==> config.mk <==
export PLATFORM = sky130hd
export DESIGN_NAME = sb_arb2
export DESIGN_NICKNAME = d
export VERILOG_FILES = /design/src/rtl/sb_arb2.sv
export SDC_FILE = /design/constraint.sdc
export NUM_CORES = 1
export LEC_CHECK = 0
export BUFFER_PORTS_ARGS = -buffer_cell sky130_fd_sc_hd__buf_4
export CORE_AREA = 2 2 166 168
export CTS_CLUSTER_DIAMETER = 80
export DETAILED_ROUTE_END_ITERATION = 10
export DIE_AREA = 0 0 168 170
export SLEW_MARGIN = 10
export SYNTH_ARGS = -nofsm -noshare
export SYNTH_HDL_FRONTEND = slang
export SYNTH_SLANG_ARGS = --single-unit
==> constraint.sdc <==
create_clock -name clk -period 4 [get_ports clk]
set_input_delay 0.2 -clock clk [delete_from_list [all_inputs] [get_ports clk]]
set_output_delay 0.2 -clock clk [all_outputs]
set_load 0.02 [all_outputs]
==> src/rtl/sb_arb2.sv <==
// sb_arb2: two-master / one-slave arbiter for the simple bus (m0 = data, m1 = fetch).
// Latency: one bubble cycle per grant (the IDLE cycle that registers the grant); one transaction in flight.
// Backpressure: slave readies and valids pass straight through; stalled rready/bready hold state and grant.
// Optional: define SB_ARB_RR_EN for round-robin arbitration (default build is fixed priority, m0 wins).
module sb_arb2 #(
  parameter int AW = 32,
  parameter int DW = 32
) (
  input  logic            clk,
  input  logic            rst,
  // master 0
  input  logic            sb_arvalid_m0,
  input  logic [AW-1:0]   sb_araddr_m0,
  output logic            sb_arready_m0,
  output logic            sb_rvalid_m0,
  output logic [DW-1:0]   sb_rdata_m0,
  input  logic            sb_rready_m0,
  input  logic            sb_wvalid_m0,
  input  logic [AW-1:0]   sb_waddr_m0,
  input  logic [DW-1:0]   sb_wdata_m0,
  input  logic [DW/8-1:0] sb_wstrb_m0,
  output logic            sb_wready_m0,
  output logic            sb_bvalid_m0,
  output logic            sb_bresp_m0,
  input  logic            sb_bready_m0,
  // master 1
  input  logic            sb_arvalid_m1,
  input  logic [AW-1:0]   sb_araddr_m1,
  output logic            sb_arready_m1,
  output logic            sb_rvalid_m1,
  output logic [DW-1:0]   sb_rdata_m1,
  input  logic            sb_rready_m1,
  input  logic            sb_wvalid_m1,
  input  logic [AW-1:0]   sb_waddr_m1,
  input  logic [DW-1:0]   sb_wdata_m1,
  input  logic [DW/8-1:0] sb_wstrb_m1,
  output logic            sb_wready_m1,
  output logic            sb_bvalid_m1,
  output logic            sb_bresp_m1,
  input  logic            sb_bready_m1,
  // slave
  output logic            sb_arvalid_s,
  output logic [AW-1:0]   sb_araddr_s,
  input  logic            sb_arready_s,
  input  logic            sb_rvalid_s,
  input  logic [DW-1:0]   sb_rdata_s,
  output logic            sb_rready_s,
  output logic            sb_wvalid_s,
  output logic [AW-1:0]   sb_waddr_s,
  output logic [DW-1:0]   sb_wdata_s,
  output logic [DW/8-1:0] sb_wstrb_s,
  input  logic            sb_wready_s,
  input  logic            sb_bvalid_s,
  input  logic            sb_bresp_s,
  output logic            sb_bready_s,
  // registered one-hot grant: bit0 = m0, bit1 = m1
  output logic [1:0]      sb_gnt
);

  typedef enum logic [2:0] {
    ST_IDLE = 3'd0,
    ST_AR   = 3'd1,
    ST_R    = 3'd2,
    ST_W    = 3'd3,
    ST_B    = 3'd4
  } state_t;

  state_t state;
  state_t state_nxt;
  logic [1:0] gnt_nxt;

  logic req0;
  logic req1;
  logic win_m1;
  logic win_arvalid;

  assign req0 = sb_arvalid_m0 | sb_wvalid_m0;
  assign req1 = sb_arvalid_m1 | sb_wvalid_m1;

  // Inputs of the currently granted master (only meaningful outside IDLE).
  logic            g_arvalid;
  logic [AW-1:0]   g_araddr;
  logic            g_rready;
  logic            g_wvalid;
  logic [AW-1:0]   g_waddr;
  logic [DW-1:0]   g_wdata;
  logic [DW/8-1:0] g_wstrb;
  logic            g_bready;

  assign g_arvalid = sb_gnt[1] ? sb_arvalid_m1 : sb_arvalid_m0;
  assign g_araddr  = sb_gnt[1] ? sb_araddr_m1  : sb_araddr_m0;
  assign g_rready  = sb_gnt[1] ? sb_rready_m1  : sb_rready_m0;
  assign g_wvalid  = sb_gnt[1] ? sb_wvalid_m1  : sb_wvalid_m0;
  assign g_waddr   = sb_gnt[1] ? sb_waddr_m1   : sb_waddr_m0;
  assign g_wdata   = sb_gnt[1] ? sb_wdata_m1   : sb_wdata_m0;
  assign g_wstrb   = sb_gnt[1] ? sb_wstrb_m1   : sb_wstrb_m0;
  assign g_bready  = sb_gnt[1] ? sb_bready_m1  : sb_bready_m0;

`ifdef SB_ARB_RR_EN
  // last_gnt = 1 means m1 held the previous grant; reset value lets m0 win first.
  logic last_gnt;

  // Winner selection: on contention favour the master not granted last.
  always_comb begin
    win_m1 = req1 & (~req0 | ~last_gnt);
  end

  // Remember which master took each grant issued from IDLE.
  always_ff @(posedge clk) begin
    if (rst) begin
      last_gnt <= 1'b1;
    end else if (state == ST_IDLE && (req0 | req1)) begin
      last_gnt <= win_m1;
    end
  end
`else
  // Winner selection: fixed priority, m0 always wins on contention.
  always_comb begin
    win_m1 = req1 & ~req0;
  end
`endif

  // State and grant registers.
  always_ff @(posedge clk) begin
    if (rst) begin
      state  <= ST_IDLE;
      sb_gnt <= 2'b00;
    end else begin
      state  <= state_nxt;
      sb_gnt <= gnt_nxt;
    end
  end

  // Next-state logic; a read is preferred when the winner offers both channels.
  always_comb begin
    state_nxt   = state;
    gnt_nxt     = sb_gnt;
    win_arvalid = win_m1 ? sb_arvalid_m1 : sb_arvalid_m0;
    case (state)
      ST_IDLE: begin
        if (req0 | req1) begin
          gnt_nxt   = win_m1 ? 2'b10 : 2'b01;
          state_nxt = win_arvalid ? ST_AR : ST_W;
        end
      end
      ST_AR: begin
        if (!g_arvalid) begin
          state_nxt = ST_IDLE;
          gnt_nxt   = 2'b00;
        end else if (sb_arready_s) begin
          state_nxt = ST_R;
        end
      end
      ST_R: begin
        if (sb_rvalid_s && g_rready) begin
          state_nxt = ST_IDLE;
          gnt_nxt   = 2'b00;
        end
      end
      ST_W: begin
        if (!g_wvalid) begin
          state_nxt = ST_IDLE;
          gnt_nxt   = 2'b00;
        end else if (sb_wready_s) begin
          state_nxt = ST_B;
        end
      end
      ST_B: begin
        if (sb_bvalid_s && g_bready) begin
          state_nxt = ST_IDLE;
          gnt_nxt   = 2'b00;
        end
      end
      default: begin
        state_nxt = ST_IDLE;
        gnt_nxt   = 2'b00;
      end
    endcase
  end

  // Channel muxes: only the active phase and granted master see valid/ready.
  always_comb begin
    sb_arvalid_s  = 1'b0;
    sb_araddr_s   = '0;
    sb_rready_s   = 1'b0;
    sb_wvalid_s   = 1'b0;
    sb_waddr_s    = '0;
    sb_wdata_s    = '0;
    sb_wstrb_s    = '0;
    sb_bready_s   = 1'b0;
    sb_arready_m0 = 1'b0;
    sb_arready_m1 = 1'b0;
    sb_rvalid_m0  = 1'b0;
    sb_rvalid_m1  = 1'b0;
    sb_wready_m0  = 1'b0;
    sb_wready_m1  = 1'b0;
    sb_bvalid_m0  = 1'b0;
    sb_bvalid_m1  = 1'b0;
    // read data and write response are broadcast; only the valids are steered
    sb_rdata_m0   = sb_rdata_s;
    sb_rdata_m1   = sb_rdata_s;
    sb_bresp_m0   = sb_bresp_s;
    sb_bresp_m1   = sb_bresp_s;
    case (state)
      ST_AR: begin
        sb_arvalid_s  = g_arvalid;
        sb_araddr_s   = g_araddr;
        sb_arready_m0 = sb_gnt[0] & sb_arready_s;
        sb_arready_m1 = sb_gnt[1] & sb_arready_s;
      end
      ST_R: begin
        sb_rready_s  = g_rready;
        sb_rvalid_m0 = sb_gnt[0] & sb_rvalid_s;
        sb_rvalid_m1 = sb_gnt[1] & sb_rvalid_s;
      end
      ST_W: begin
        sb_wvalid_s  = g_wvalid;
        sb_waddr_s   = g_waddr;
        sb_wdata_s   = g_wdata;
        sb_wstrb_s   = g_wstrb;
        sb_wready_m0 = sb_gnt[0] & sb_wready_s;
        sb_wready_m1 = sb_gnt[1] & sb_wready_s;
      end
      ST_B: begin
        sb_bready_s  = g_bready;
        sb_bvalid_m0 = sb_gnt[0] & sb_bvalid_s;
        sb_bvalid_m1 = sb_gnt[1] & sb_bvalid_s;
      end
      default: begin
      end
    endcase
  end

endmodule

==> results of run 1 <==
cell type report:
type                       instances  share of cell area, %
timing repair buffer             331                   51.8
multi-input combinational        250                   35.3
tap                              341                   8.80
sequential                         5                   2.14
clock buffer                       4                   1.63
inverter                           4                  0.310
state kept, by name, summed over array words and instances (netlist names):
name	flops
sb_gnt	2
state	3
kinds of logic (layout without fill, tap and decap cells):
group | count (synthesis) | count (layout) | share of synthesized area (%)
AO/OA/AOI/OAI | 9 | 9 | 2.62
buffers and inverters | 94 | 339 | 25.5
flip-flops | 5 | 5 | 4.12
AND/OR/NAND/NOR | 136 | 136 | 24.5
multiplexers | 105 | 105 | 43.2
routing by layer:
metal,vias to the layer above,global-route usage (%),share of wire [%]
met3,15,2.60,11
met5,-,0,0
li1,1592,-,-
met4,0,1.55,1.3
met2,210,12.0,48
met1,1367,8.04,40
worst max-delay path, stage by stage (launching register included):
cell and delay, ps:
dfxtp_1 420, nand3b_1 690, buf_12 460, nor2_1 170, buf_4 160
power breakdown:
| group | internal [W] | switching (W) | total [W] | leakage (nW) |
|---|---|---|---|---|
| Clock | 0.000132 | 0.0000345 | 0.000167 | 0.0382 |
| Combinational | 0.000495 | 0.000539 | 0.00103 | 2.22 |
| Sequential | 0.0000649 | 0.0000297 | 0.0000946 | 0.0419 |
stage by stage:
step / worst slack (ps) / area, um2 / power (W) / utilization (%) / instances
finish: 1640 / 4850 / 0.00129 / 18.2 / 935
global route: 1410 / 4850 / 0.00138 / 18.2 / 935
CTS: 1560 / 4850 / 0.00131 / 18.2 / 935
detailed placement: 1810 / 4770 / 0.00114 / 17.9 / 931
global placement: 1860 / 4770 / 0.00113 / 17.9 / 931
floorplan: 2280 / 2430 / 0.000758 / - / 349
worst min-delay path by stage:
stage	startpoint	endpoint	slack, ps	cells after the start
finish	rst	sb_gnt[0]$_SDFFE_PP0P_	170	2
global route	rst	state[2]$_SDFFE_PP0P_	170	2
CTS	rst	state[2]$_SDFFE_PP0P_	170	2
detailed placement	sb_rdata_s[22]	sb_rdata_m1[22]	400	0
global placement	sb_rdata_s[22]	sb_rdata_m1[22]	400	0
floorplan	rst	sb_gnt[0]$_SDFFE_PP0P_	270	1
cell usage in the layout, fill, tap and decap left out:
cell	Yosys	layout
a21oi_1	4	4
a41o_1	1	1
and3_1	10	10
and3b_1	1	1
buf_12	0	2
buf_4	67	329
clkbuf_1	5	1
clkbuf_16	0	3
dfxtp_1	5	4
dfxtp_4	0	1
inv_1	4	4
mux2i_1	105	105
nand2_1	4	4
nand3b_1	1	1
nor2_1	107	107
nor2b_1	3	3
nor3_1	4	4
nor3_2	1	1
nor3b_1	3	3
nor4_4	1	1
o21a_1	2	2
o22ai_1	1	1
o22ai_2	1	1
or3b_1	1	1
==> results.cfg, run 1 <==
[run_status]
outcome = finished, final reports clean

[timing]
hold_viol = 0
fin_hold_ws_ps = 166
max-slew-margin-rel_pct = 36.6
finalWorstPathRequiredPeriod_ps = 2360
drv_slew = 0
worst_pin_slew_ps = 948
clock_skew_ps = 1.31
finalSetupTns_ps = 0
fmaxAchievable_mhz = 425
finalSetupViolations = 0
rsz0062_at_grt = no
finalCritPeriodShare_pct = 58.9

[setup_path]
cp-end-kind = output pin
critPathLaunch = state[0]$_SDFFE_PP0P_
setup_cp_type = reg2out
reg2reg_from = state[0]$_SDFFE_PP0P_
worst-endpoint-required_ps = 3800
reg2reg_setup_slack_ps = 2050
critical_register_to_register_path_endpoint = state[0]$_SDFFE_PP0P_
worst_r2r_path_depth = 4
worst_setup_path_endpoint = sb_wdata_s[11]
worst-endpoint-arrival_ps = 2160
startpoint_type = flop
worst-path-max-fanout = 53

[route]
avgViaCountPerCell = 3.41
first_pass_iters = 4
remaining_design_rule_violation_count = 0
drt_wl_total_um = 11200
via_count = 3184
drt-wirelength-per-cell_um = 12.0
first_iter_violations = 84
ant_nets = 0

[layout]
filler_cell_count = 2994
layout.nets = 842
sequential_cell_area_um2 = 104
layout-drive-gt1-share_pct = 56.9
synthToLayoutAreaGrowth_pct = 99.2
antenna_cells_inserted = 0
multi_input_comb_area_um2 = 1710

[synth]
asr_flop_ratio_synth_pct = 0
number_of_synthesized_register_bits = 5
number_of_synthesized_flops_with_an_enable_pin = 0
synth.distinct_cells = 23
netlist.area_leader.share_pct = 43.2
synth-main-ff-cell = dfxtp_1
synth.top_cells.by_area = mux2i_1 43%, buf_4 21%, nor2_1 17%
synth_seq_area_share_pct = 4.12
yosys-top-cells-count = 107 x nor2_1, 105 x mux2i_1, 67 x buf_4
yosysTopAreaCell = mux2i_1
syn-num-nets = 596
syn-cell-area_um2 = 2430
ys.warnings.count = 0
synth_cells = 349
postSynthAreaPerCell_um2 = 6.97
synth_most_common_cell = nor2_1

[power_and_ir_drop]
power_density_nw_per_um2 = 267
max-vdd-ir-drop_uv = 255
power.static_leakage_nw = 2.30

[clock_network]
ctsLongestPathBuffers = 2
cts_sinks = 5
clk_root_buffer_cell = clkbuf_16
clk_transition_reported_paths_ps = 30
post_cts_resized = 0
post-cts-setup-buffer-count = 0
worst_skew_pair.late_latency_ps = 230
htree_num_levels = 1
tritoncts = yes
numCtsBuffers = 3
post_cts_hold_buffer_count = 0

[worst_hold_path]
min_path_type = in2reg

[global_routing]
globalRouteOverflowTotal = 0
grt_util_all_layers_pct = 6.91
wire_length_of_the_first_global_routing_pass_um = 16100
grt_antenna_before_repair = 0
first_global_vias = 3109
pin_count_of_the_biggest_net_entering_global_routing = 54

[job]
timing.max_cap.violations = 0

[die]
design.core.area_um2 = 26700
die_y_um = 170
ioPinCount = 427
floorplan.initialDensity_pct = 9.13
die_area_um2 = 28600
row_count = 60
floorplan.die.width_um = 168

[placement]
numPortBuffers = 327
place_hpwl_um = 9580
gp_congestion = 0.750
No activity file was read; power rests on OpenSTA's default activity.
==> inputs of run 2 (changes only) <==
CORE_AREA = 2 2 167 169   (was 2 2 166 168)
DIE_AREA = 0 0 169 171   (was 0 0 168 170)
clock period = 2.25 ns   (was 4 ns; I/O delays follow)
==> run 2 against run 1 <==
  * Total power rose by 81%
  * Worst hold slack got worse by 91 ps
  * Critical endpoint is now sb_waddr_s[31]
  * Core utilization fell by 0.27 points
  * Largest cell class unchanged
  * Clock skew fell by 1.2 ps
  * Final cell count rose by 0.96%
  * Die area rose by 1.2%
  * Clock-buffer cell count did not move
  * First-iteration DRC count rose by 25%
  * Clock power rose by 80%
==> results.cfg, run 2 (synthesized netlist as in run 1, its figures left out) <==
[run_status]
outcome = finished, final reports clean

[power_and_ir_drop]
power_density_nw_per_um2 = 478
power.static_leakage_nw = 2.32
max-vdd-ir-drop_uv = 318

[global_routing]
pin_count_of_the_biggest_net_entering_global_routing = 54
grt_antenna_before_repair = 0
first_global_vias = 2895
globalRouteOverflowTotal = 0
wire_length_of_the_first_global_routing_pass_um = 15000
grt_util_all_layers_pct = 6.46

[worst_hold_path]
hp-start = rst
hold_path_stages = 2
worst_hold_path.endpoint = sb_gnt[0]$_SDFFE_PP0P_
min_path_type = in2reg

[layout]
layout.cells.most_common_list = 332 x buf_4, 107 x nor2_1, 105 x mux2i_1
stdcell_area_um2 = 4890
synthToLayoutAreaGrowth_pct = 101
layout.nets = 846
registers.top_by_ff_count = state
layout-drive-gt1-share_pct = 57.2
layout.cells.most_common = buf_4
largest_registers = state x3, sb_gnt x2
final-instance-count-excl-fill = 944
antenna_cells_inserted = 0
filler_cell_count = 3107
largest_register_ff_count = 3

[timing]
finalSetupTns_ps = 0
max-slew-margin-rel_pct = 68.6
finalCritPeriodShare_pct = 82.7
fmaxAchievable_mhz = 538
drv_slew = 0
worst_pin_slew_ps = 469
hold_viol = 0
rsz0062_at_grt = no
post-route-worst-setup-slack_ps = 390
finalSetupViolations = 0
finalWorstPathRequiredPeriod_ps = 1860
clock_skew_ps = 0.0832

[setup_path]
worst_r2r_path_depth = 4
worst-path-max-fanout = 53
reg2reg_setup_slack_ps = 650
worst-endpoint-arrival_ps = 1750
cp-end-kind = output pin
worst-endpoint-required_ps = 2140
startpoint_type = flop
reg2reg_from = state[2]$_SDFFE_PP0P_
setup_cp_type = reg2out
critical_register_to_register_path_endpoint = state[0]$_SDFFE_PP0P_

[die]
design.core.area_um2 = 27300
floorplan.initialDensity_pct = 8.90
ioPinCount = 427
row_count = 61
die_y_um = 171
die_area_um2 = 28900
floorplan.die.width_um = 169

[route]
first_iter_violations = 105
via_count = 3293
ant_nets = 0
remaining_design_rule_violation_count = 0
drt_wl_total_um = 11000
first_pass_iters = 4
drt-wirelength-per-cell_um = 11.7
avgViaCountPerCell = 3.49

[clock_network]
post_cts_resized = 0
clk_root_buffer_cell = clkbuf_16
worst_skew_pair.late_latency_ps = 230
clk_transition_reported_paths_ps = 30
post-cts-setup-buffer-count = 0
numCtsBuffers = 3
ctsLongestPathBuffers = 2
cts_sinks = 5
post_cts_hold_buffer_count = 0
tritoncts = yes
htree_num_levels = 1

[placement]
numPortBuffers = 327
postPlaceCellArea_um2 = 4820
dpl_worst_slack_ps = 590
placed_cells = 940
place_hpwl_um = 9440
gp_congestion = 0.778

[job]
timing.max_cap.violations = 0
[run 2: through the flow]
step	hold slack (ps)	util, %	total power, W
after global placement	225	17.6	0.00204
final	74.9	17.9	0.00234
after floorplan	185	-	0.00135
after detailed placement	225	17.6	0.00205
after CTS	74.0	17.9	0.00236
after global routing	77.0	17.9	0.00248
[run 2: area by class of cell]
class,count,area (um2),share of cell area [%]
timing repair buffer,335,2550,52.1
inverter,4,15.0,0.307
sequential,5,104,2.12
multi-input combinational,250,1710,35.0
tap,346,433,8.84
clock buffer,4,78.8,1.61
[run 2: power breakdown]
part           internal, W  switching (W)  total [W]
registers         0.000115      0.0000454   0.000161
clock network     0.000235      0.0000643   0.000300
logic             0.000905       0.000975    0.00188
[run 2: worst max path at each step]
stage                                start                    end  slack [ps]  cells past startpoint
global route         state[0]$_SDFFE_PP0P_         sb_waddr_s[31]         270                      4
global placement     state[0]$_SDFFE_PP0P_         sb_waddr_s[31]         670                      4
CTS                  state[0]$_SDFFE_PP0P_         sb_waddr_s[31]         340                      4
finish               state[0]$_SDFFE_PP0P_         sb_waddr_s[31]         390                      4
floorplan           sb_gnt[1]$_SDFFE_PP0P_  state[0]$_SDFFE_PP0P_         620                      6
detailed placement   state[0]$_SDFFE_PP0P_         sb_waddr_s[31]         590                      4
[run 2: routing by layer]
layer	wire length, um	share of wire [%]	global-route usage, %
met1	4040	37	7.01
met2	5510	50	11.7
met3	1200	11	2.17
met4	282	2.6	2.27
met5	0	0	0
[run 2: worst max-delay path: stages, from the launching register on]
cell,delay [ps]
dfxtp_1,430
nand3b_1,320
buf_12,280
nor2_1,250
buf_4,190
